$ cat src/rtl/dr_pkg.sv
// Shared types and dual-rail helpers for the
// synchronous controller of the dual-rail adder.
package dr_pkg;

  localparam int DR_MAXW = 32;

  localparam logic [DR_MAXW-1:0] DR_SPACER = '0;

  typedef enum logic [2:0] {
    ST_INIT,
    ST_IDLE,
    ST_EVAL,
    ST_SPACER,
    ST_OUT,
    ST_RECOVER
  } dr_state_e;

  function automatic logic [2*DR_MAXW-1:0] dr_encode(
    input logic [DR_MAXW-1:0] value
  );
    return {value, ~value};
  endfunction

  // Only the low n bit pairs are checked.
  function automatic logic dr_code_ok(
    input logic [DR_MAXW-1:0] r1,
    input logic [DR_MAXW-1:0] r0,
    input int unsigned        n
  );
    logic [DR_MAXW-1:0] m;
    m = ~({DR_MAXW{1'b1}} << n);
    return &((r1 ^ r0) | ~m);
  endfunction

endpackage

$ cat src/rtl/dr_sync_bit.sv
// N-stage single-bit synchronizer,
// asynchronous active-high reset.
module dr_sync_bit #(
  parameter int N = 2
) (
  input  logic clk,
  input  logic rst,
  input  logic d_i,
  output logic q_o
);

  logic [N-1:0] sync_q;

  always_ff @(posedge clk or posedge rst) begin
    if (rst) sync_q <= '0;
    else     sync_q <= {sync_q[N-2:0], d_i};
  end

  assign q_o = sync_q[N-1];

endmodule

$ cat src/rtl/dr_adder_sync_ctrl.sv
// Valid/ready front end that runs one
// return-to-zero cycle of the dual-rail adder per op.
module dr_adder_sync_ctrl
  import dr_pkg::*;
#(
  parameter int W           = 4,
  parameter int SYNC_STAGES = 2,
  parameter int TIMEOUT     = 64
) (
  input  logic         clk,
  input  logic         reset,
  input  logic         in_valid,
  output logic         in_ready,
  input  logic [W-1:0] in_a,
  input  logic [W-1:0] in_b,
  output logic         out_valid,
  input  logic         out_ready,
  output logic [W:0]   out_sum,
  output logic         out_err,
  output logic [W-1:0] dr_a_1,
  output logic [W-1:0] dr_a_0,
  output logic [W-1:0] dr_b_1,
  output logic [W-1:0] dr_b_0,
  input  logic [W:0]   dr_s_1,
  input  logic [W:0]   dr_s_0,
  output logic         dr_go,
  input  logic         dr_done,
  output logic         dr_reset
);

  localparam int CW = $clog2(TIMEOUT + 1);

  function automatic logic [W-1:0] rail1(
    input logic [W-1:0] v
  );
    return W'(dr_encode(DR_MAXW'(v)) >> DR_MAXW);
  endfunction

  function automatic logic [W-1:0] rail0(
    input logic [W-1:0] v
  );
    return W'(dr_encode(DR_MAXW'(v)));
  endfunction

  dr_state_e      state_q, state_d;
  logic [W-1:0]   a1_q, a1_d, a0_q, a0_d;
  logic [W-1:0]   b1_q, b1_d, b0_q, b0_d;
  logic           go_q, go_d;
  logic [W:0]     sum_q, sum_d;
  logic           err_q, err_d;
  logic [CW-1:0]  cnt_q, cnt_d;
  logic           rec_q, rec_d;
  logic           abort_q, abort_d;
  logic           done_s;
  logic           timeout;

  dr_sync_bit #(
    .N (SYNC_STAGES)
  ) u_done_sync (
    .clk (clk),
    .rst (reset),
    .d_i (dr_done),
    .q_o (done_s)
  );

  assign timeout = (cnt_q == CW'(TIMEOUT - 1));

  always_comb begin
    state_d = state_q;
    a1_d    = a1_q;
    a0_d    = a0_q;
    b1_d    = b1_q;
    b0_d    = b0_q;
    go_d    = go_q;
    sum_d   = sum_q;
    err_d   = err_q;
    cnt_d   = cnt_q;
    rec_d   = rec_q;
    abort_d = abort_q;
    if ((state_q == ST_EVAL || state_q == ST_SPACER)
        && cnt_q != '1)
      cnt_d = cnt_q + 1'b1;
    unique case (state_q)
      ST_INIT: begin
        if (!done_s) state_d = ST_IDLE;
      end
      ST_IDLE: begin
        if (in_valid) begin
          a1_d    = rail1(in_a);
          a0_d    = rail0(in_a);
          b1_d    = rail1(in_b);
          b0_d    = rail0(in_b);
          go_d    = 1'b1;
          cnt_d   = '0;
          state_d = ST_EVAL;
        end
      end
      ST_EVAL: begin
        // done_s has priority over a same-cycle timeout
        if (done_s) begin
          sum_d = dr_s_1;
          err_d = !dr_code_ok(DR_MAXW'(dr_s_1),
                              DR_MAXW'(dr_s_0),
                              W + 1);
          state_d = ST_SPACER;
          cnt_d   = '0;
        end else if (timeout) begin
          state_d = ST_RECOVER;
          rec_d   = 1'b0;
        end
        if (done_s || timeout) begin
          a1_d = W'(DR_SPACER);
          a0_d = W'(DR_SPACER);
          b1_d = W'(DR_SPACER);
          b0_d = W'(DR_SPACER);
          go_d = 1'b0;
        end
      end
      ST_SPACER: begin
        if (!done_s) begin
          state_d = ST_OUT;
        end else if (timeout) begin
          state_d = ST_RECOVER;
          rec_d   = 1'b0;
        end
      end
      ST_OUT: begin
        if (out_ready) begin
          state_d = abort_q ? ST_INIT : ST_IDLE;
          abort_d = 1'b0;
        end
      end
      ST_RECOVER: begin
        sum_d   = '0;
        err_d   = 1'b1;
        abort_d = 1'b1;
        rec_d   = 1'b1;
        if (rec_q) state_d = ST_OUT;
      end
      default: state_d = ST_INIT;
    endcase
  end

  always_ff @(posedge clk or posedge reset) begin
    if (reset) begin
      state_q <= ST_INIT;
      a1_q    <= '0;
      a0_q    <= '0;
      b1_q    <= '0;
      b0_q    <= '0;
      go_q    <= 1'b0;
      sum_q   <= '0;
      err_q   <= 1'b0;
      cnt_q   <= '0;
      rec_q   <= 1'b0;
      abort_q <= 1'b0;
    end else begin
      state_q <= state_d;
      a1_q    <= a1_d;
      a0_q    <= a0_d;
      b1_q    <= b1_d;
      b0_q    <= b0_d;
      go_q    <= go_d;
      sum_q   <= sum_d;
      err_q   <= err_d;
      cnt_q   <= cnt_d;
      rec_q   <= rec_d;
      abort_q <= abort_d;
    end
  end

  assign in_ready  = (state_q == ST_IDLE);
  assign out_valid = (state_q == ST_OUT);
  assign out_sum   = sum_q;
  assign out_err   = err_q;
  assign dr_a_1    = a1_q;
  assign dr_a_0    = a0_q;
  assign dr_b_1    = b1_q;
  assign dr_b_0    = b0_q;
  assign dr_go     = go_q;
  // adder reset follows the system reset without a clock
  assign dr_reset  = reset | (state_q == ST_RECOVER);

endmodule

$ cat config.mk
export PLATFORM = sky130hd
export DESIGN_NAME = dr_adder_sync_ctrl
export DESIGN_NICKNAME = d
export VERILOG_FILES = /design/src/rtl/dr_pkg.sv /design/src/rtl/dr_sync_bit.sv /design/src/rtl/dr_adder_sync_ctrl.sv
export SDC_FILE = /design/constraint.sdc
export NUM_CORES = 1
export LEC_CHECK = 0
export CORE_ASPECT_RATIO = 0.6
export CORE_MARGIN = 2
export CORE_UTILIZATION = 47
export DETAILED_ROUTE_END_ITERATION = 10
export PLACE_DENSITY_LB_ADDON = 0.3
export SYNTH_ARGS = -nofsm -noshare
export SYNTH_HDL_FRONTEND = slang
export SYNTH_SLANG_ARGS = --single-unit
$ cat constraint.sdc
create_clock -name clk -period 2.7 [get_ports clk]
set_input_delay 0.81 -clock clk [delete_from_list [all_inputs] [get_ports clk]]
set_output_delay 0.81 -clock clk [all_outputs]
set_load 0.05 [all_outputs]
==> impl_metrics.py <==
metrics = {
    "clock_network": {
        "cts_resized": 0,
        "post_cts_buffers": 0,
        "cts.sinks": 37,
        "cts_max_level": 2,
        "cts_buffer_depth": 2,
        "cts_tree": "yes",
        "cts.clk_slew.worst_paths_ps": 70,
        "clock_latency_ps": 290,
        "cts_made_buffers": 5,
        "hold_buffers": 0,
        "clock-root-buffer": "clkbuf_8",
    },
    "cells_and_area": {
        "n_fill_cell": 266,
        "final_common_cell": "clkdlybuf4s50_1",
        "utilization_pct": 71.54,
        "diodes": 0,
        "finalNetCount": 249,
        "area_delta_synth_final_pct": 40.47,
        "drive_gt1_share_pct": 10.18,
        "final_cell_mix": "45 x clkdlybuf4s50_1, 37 x dfrtp_1, 24 x nand2_1",
    },
    "setup_path": {
        "critPathSlowestCell": "clkdlybuf4s50_1",
        "path_cells": "clkdlybuf4s50_1, clkinvlp_4, nand2_2, buf_12",
        "cp.required_ps": 1890,
        "critical-path-max-stage-delay_ps": 500,
        "r2r-start": "state_q[1]$_DFFE_PP0P_",
        "crit_arrival_ps": 1630,
        "reg2reg_depth": 4,
        "cp-start-kind": "input pin",
        "endpoint_kind": "primary output",
        "critPathKind": "in2out",
        "r2r-end": "cnt_q[5]$_DFF_PP0_",
        "startpoint": "reset",
        "r2r_setup_slack_ps": 710,
        "worstPathMaxFanout": 2,
        "crit_path_end": "dr_reset",
    },
    "synthesis": {
        "synth_top_area_share_pct": 54.05,
        "ys_types": 35,
        "synth-async-reset-ratio_pct": 100.0,
        "synth_top_area_cell": "dfrtp_1",
        "synth_ff_type": "dfrtp_1",
        "synth_seq_cells": 37,
        "ys_warn_count": 0,
        "syn_area_per_cell_um2": 9.901,
        "synth_nets": 197,
        "synth_edf_count": 0,
        "synth_top_cells_by_area": "dfrtp_1 54%, o21ai_0 5.8%, nand2_1 5.5%, nor2_1 3.7%, a21oi_1 3.2%",
        "netlist_instances": 173,
        "ys_seq_area_share_pct": 54.05,
        "netlist_area_um2": 1713,
    },
    "hold_path": {
        "worstHoldStart": "u_done_sync.sync_q[0]$_DFF_PP0_",
        "hold_path_class": "reg2reg",
    },
    "power_and_ir_drop": {
        "pwr_density_cell_nw_per_um2": 1316,
        "finalPower_mw": 3.167,
        "clock_power_share_pct": 17.9,
        "ir_drop_v": 0.0008949,
        "swShare_pct": 45.77,
        "power.switching_mw": 1.449,
        "p_leak_nw": 1.029,
        "seqPwrFrac_pct": 29.6,
        "intPower_mw": 1.717,
        "combPwrFrac_pct": 52.5,
    },
    "global_route": {
        "grt_pass1_wl_um": 6762,
        "grt_pass1_vias": 1447,
        "grt_max_degree": 38,
        "gr-total-overflow": 0,
        "antenna_found_initial": 0,
        "grt_use_total_pct": 21.79,
    },
    "timing": {
        "clock.fmax_mhz": 410.6,
        "rsz0062_at_grt": "no",
        "finalSetupViolCount": 0,
        "fin_setup_tns_ps": 0,
        "fin_hold_ws_ps": 363.8,
        "final_max_slew_viol_count": 0,
        "skew_ps": 8.479,
        "tightestPinTransition_ps": 530.2,
        "max-slew-margin-rel_pct": 64.54,
        "period_needed_ps": 2436,
        "timing.final.crit_share_pct": 90.21,
        "hold_viol_final": 0,
    },
    "placed_design": {
        "place_hpwl_um": 2862,
        "gp_congestion": 0.8808,
        "io_buffers": 48,
    },
    "floorplan": {
        "core_um2": 3363,
        "initial_core_util_pct": 50.93,
        "die_area_um2": 4159,
        "die_h_um": 50.76,
        "io_pins": 49,
        "std_cell_rows": 16,
        "die_x_um": 81.94,
    },
    "route": {
        "drc_errors": 0,
        "vias": 1476,
        "wl_um": 3969,
        "first_iter_violations": 97,
        "viasPerCell": 5.446,
        "drtPass1Iterations": 4,
        "ant_nets": 0,
        "wl_per_cell_um": 14.65,
    },
    "status": {
        "status": "finished clean",
    },
    "job": {
        "maxCapViolCount": 0,
    },
}
==> power by group through the flow <==
stage	Clock [mW]	Combinational (mW)	Sequential, mW
2_1_floorplan	0	0.610	1.43
3_3_place_gp	0	1.62	0.926
3_5_place_dp	0	1.66	0.937
4_1_cts	0.577	1.67	0.934
5_1_grt	0.600	1.79	0.967
6_report	0.567	1.66	0.937
==> synth_stat cells, drive strengths merged, types with 2 or more instances <==
cell    count
and3        2
inv         4
nor2       17
buf         4
xor2        2
nor3        2
o21ai      20
a31oi       4
nor4bb      2
o31ai       2
xnor2       4
a211oi      2
a22o        5
a21oi      11
nor2b       3
nand2      25
clkbuf      5
dfrtp      37
nand3       7
==> per-layer routing <==
metal  wire [um]  vias to the layer above  global-route usage, %
met3         298                        7                  7.554
met1        1900                      706                  30.09
li1            -                      712                      -
met5           0                        -                      0
met4          39                        0                  4.167
met2        1731                       51                  33.47
==> cells by family after synthesis <==
family,share of synthesized area [%]
compound gates,19.06
xor+xnor,3.068
fa+ha+maj,1.315
buf+inv,3.944
flops,54.05
mux,0.5844
simple gates,17.97
==> sequential cells by signal, summed over array words and instances (netlist names) <==
| signal | flops |
|---|---|
| abort_q | 1 |
| dr_b_1 | 4 |
| dr_go | 1 |
| dr_a_1 | 4 |
| dr_b_0 | 4 |
| dr_a_0 | 4 |
| rec_q | 1 |
| out_sum | 5 |
| state_q | 3 |
| out_err | 1 |
| cnt_q | 7 |
| u_done_sync.sync_q | 2 |
==> stage by stage <==
stage,cells,setup WS (ps),instance area [um2]
after floorplan,173,2.411,1719
after global routing,271,179.5,2406
after CTS,271,255.4,2406
after detailed placement,263,264.9,2272
final,271,264.3,2406
after global placement,263,260.4,2272
==> final cells by class <==
cell class | instances | area, um2 | share of cell area [%]
sequential | 37 | 925.9 | 38.48
multi-input combinational | 123 | 728.2 | 30.27
timing repair buffer | 54 | 543.0 | 22.57
clock buffer | 5 | 68.82 | 2.860
clock inverter | 3 | 65.06 | 2.704
tap | 45 | 56.30 | 2.340
inverter | 4 | 18.77 | 0.7800
==> worst max-delay path, delay by kind of cell <==
| family | cells | cell delay [ps] |
|---|---|---|
| buffers and inverters | 3 | 730 |
| and+or+nand+nor | 1 | 80 |
==> worst min path at each step <==
stage,end,slack (ps),cells past startpoint
finish,u_done_sync.sync_q[1]$_DFF_PP0_,360,0
global placement,u_done_sync.sync_q[1]$_DFF_PP0_,330,0
global route,u_done_sync.sync_q[1]$_DFF_PP0_,380,0
detailed placement,u_done_sync.sync_q[1]$_DFF_PP0_,350,0
floorplan,u_done_sync.sync_q[1]$_DFF_PP0_,330,0
CTS,u_done_sync.sync_q[1]$_DFF_PP0_,370,0
Power figures use the tool's default switching activity.
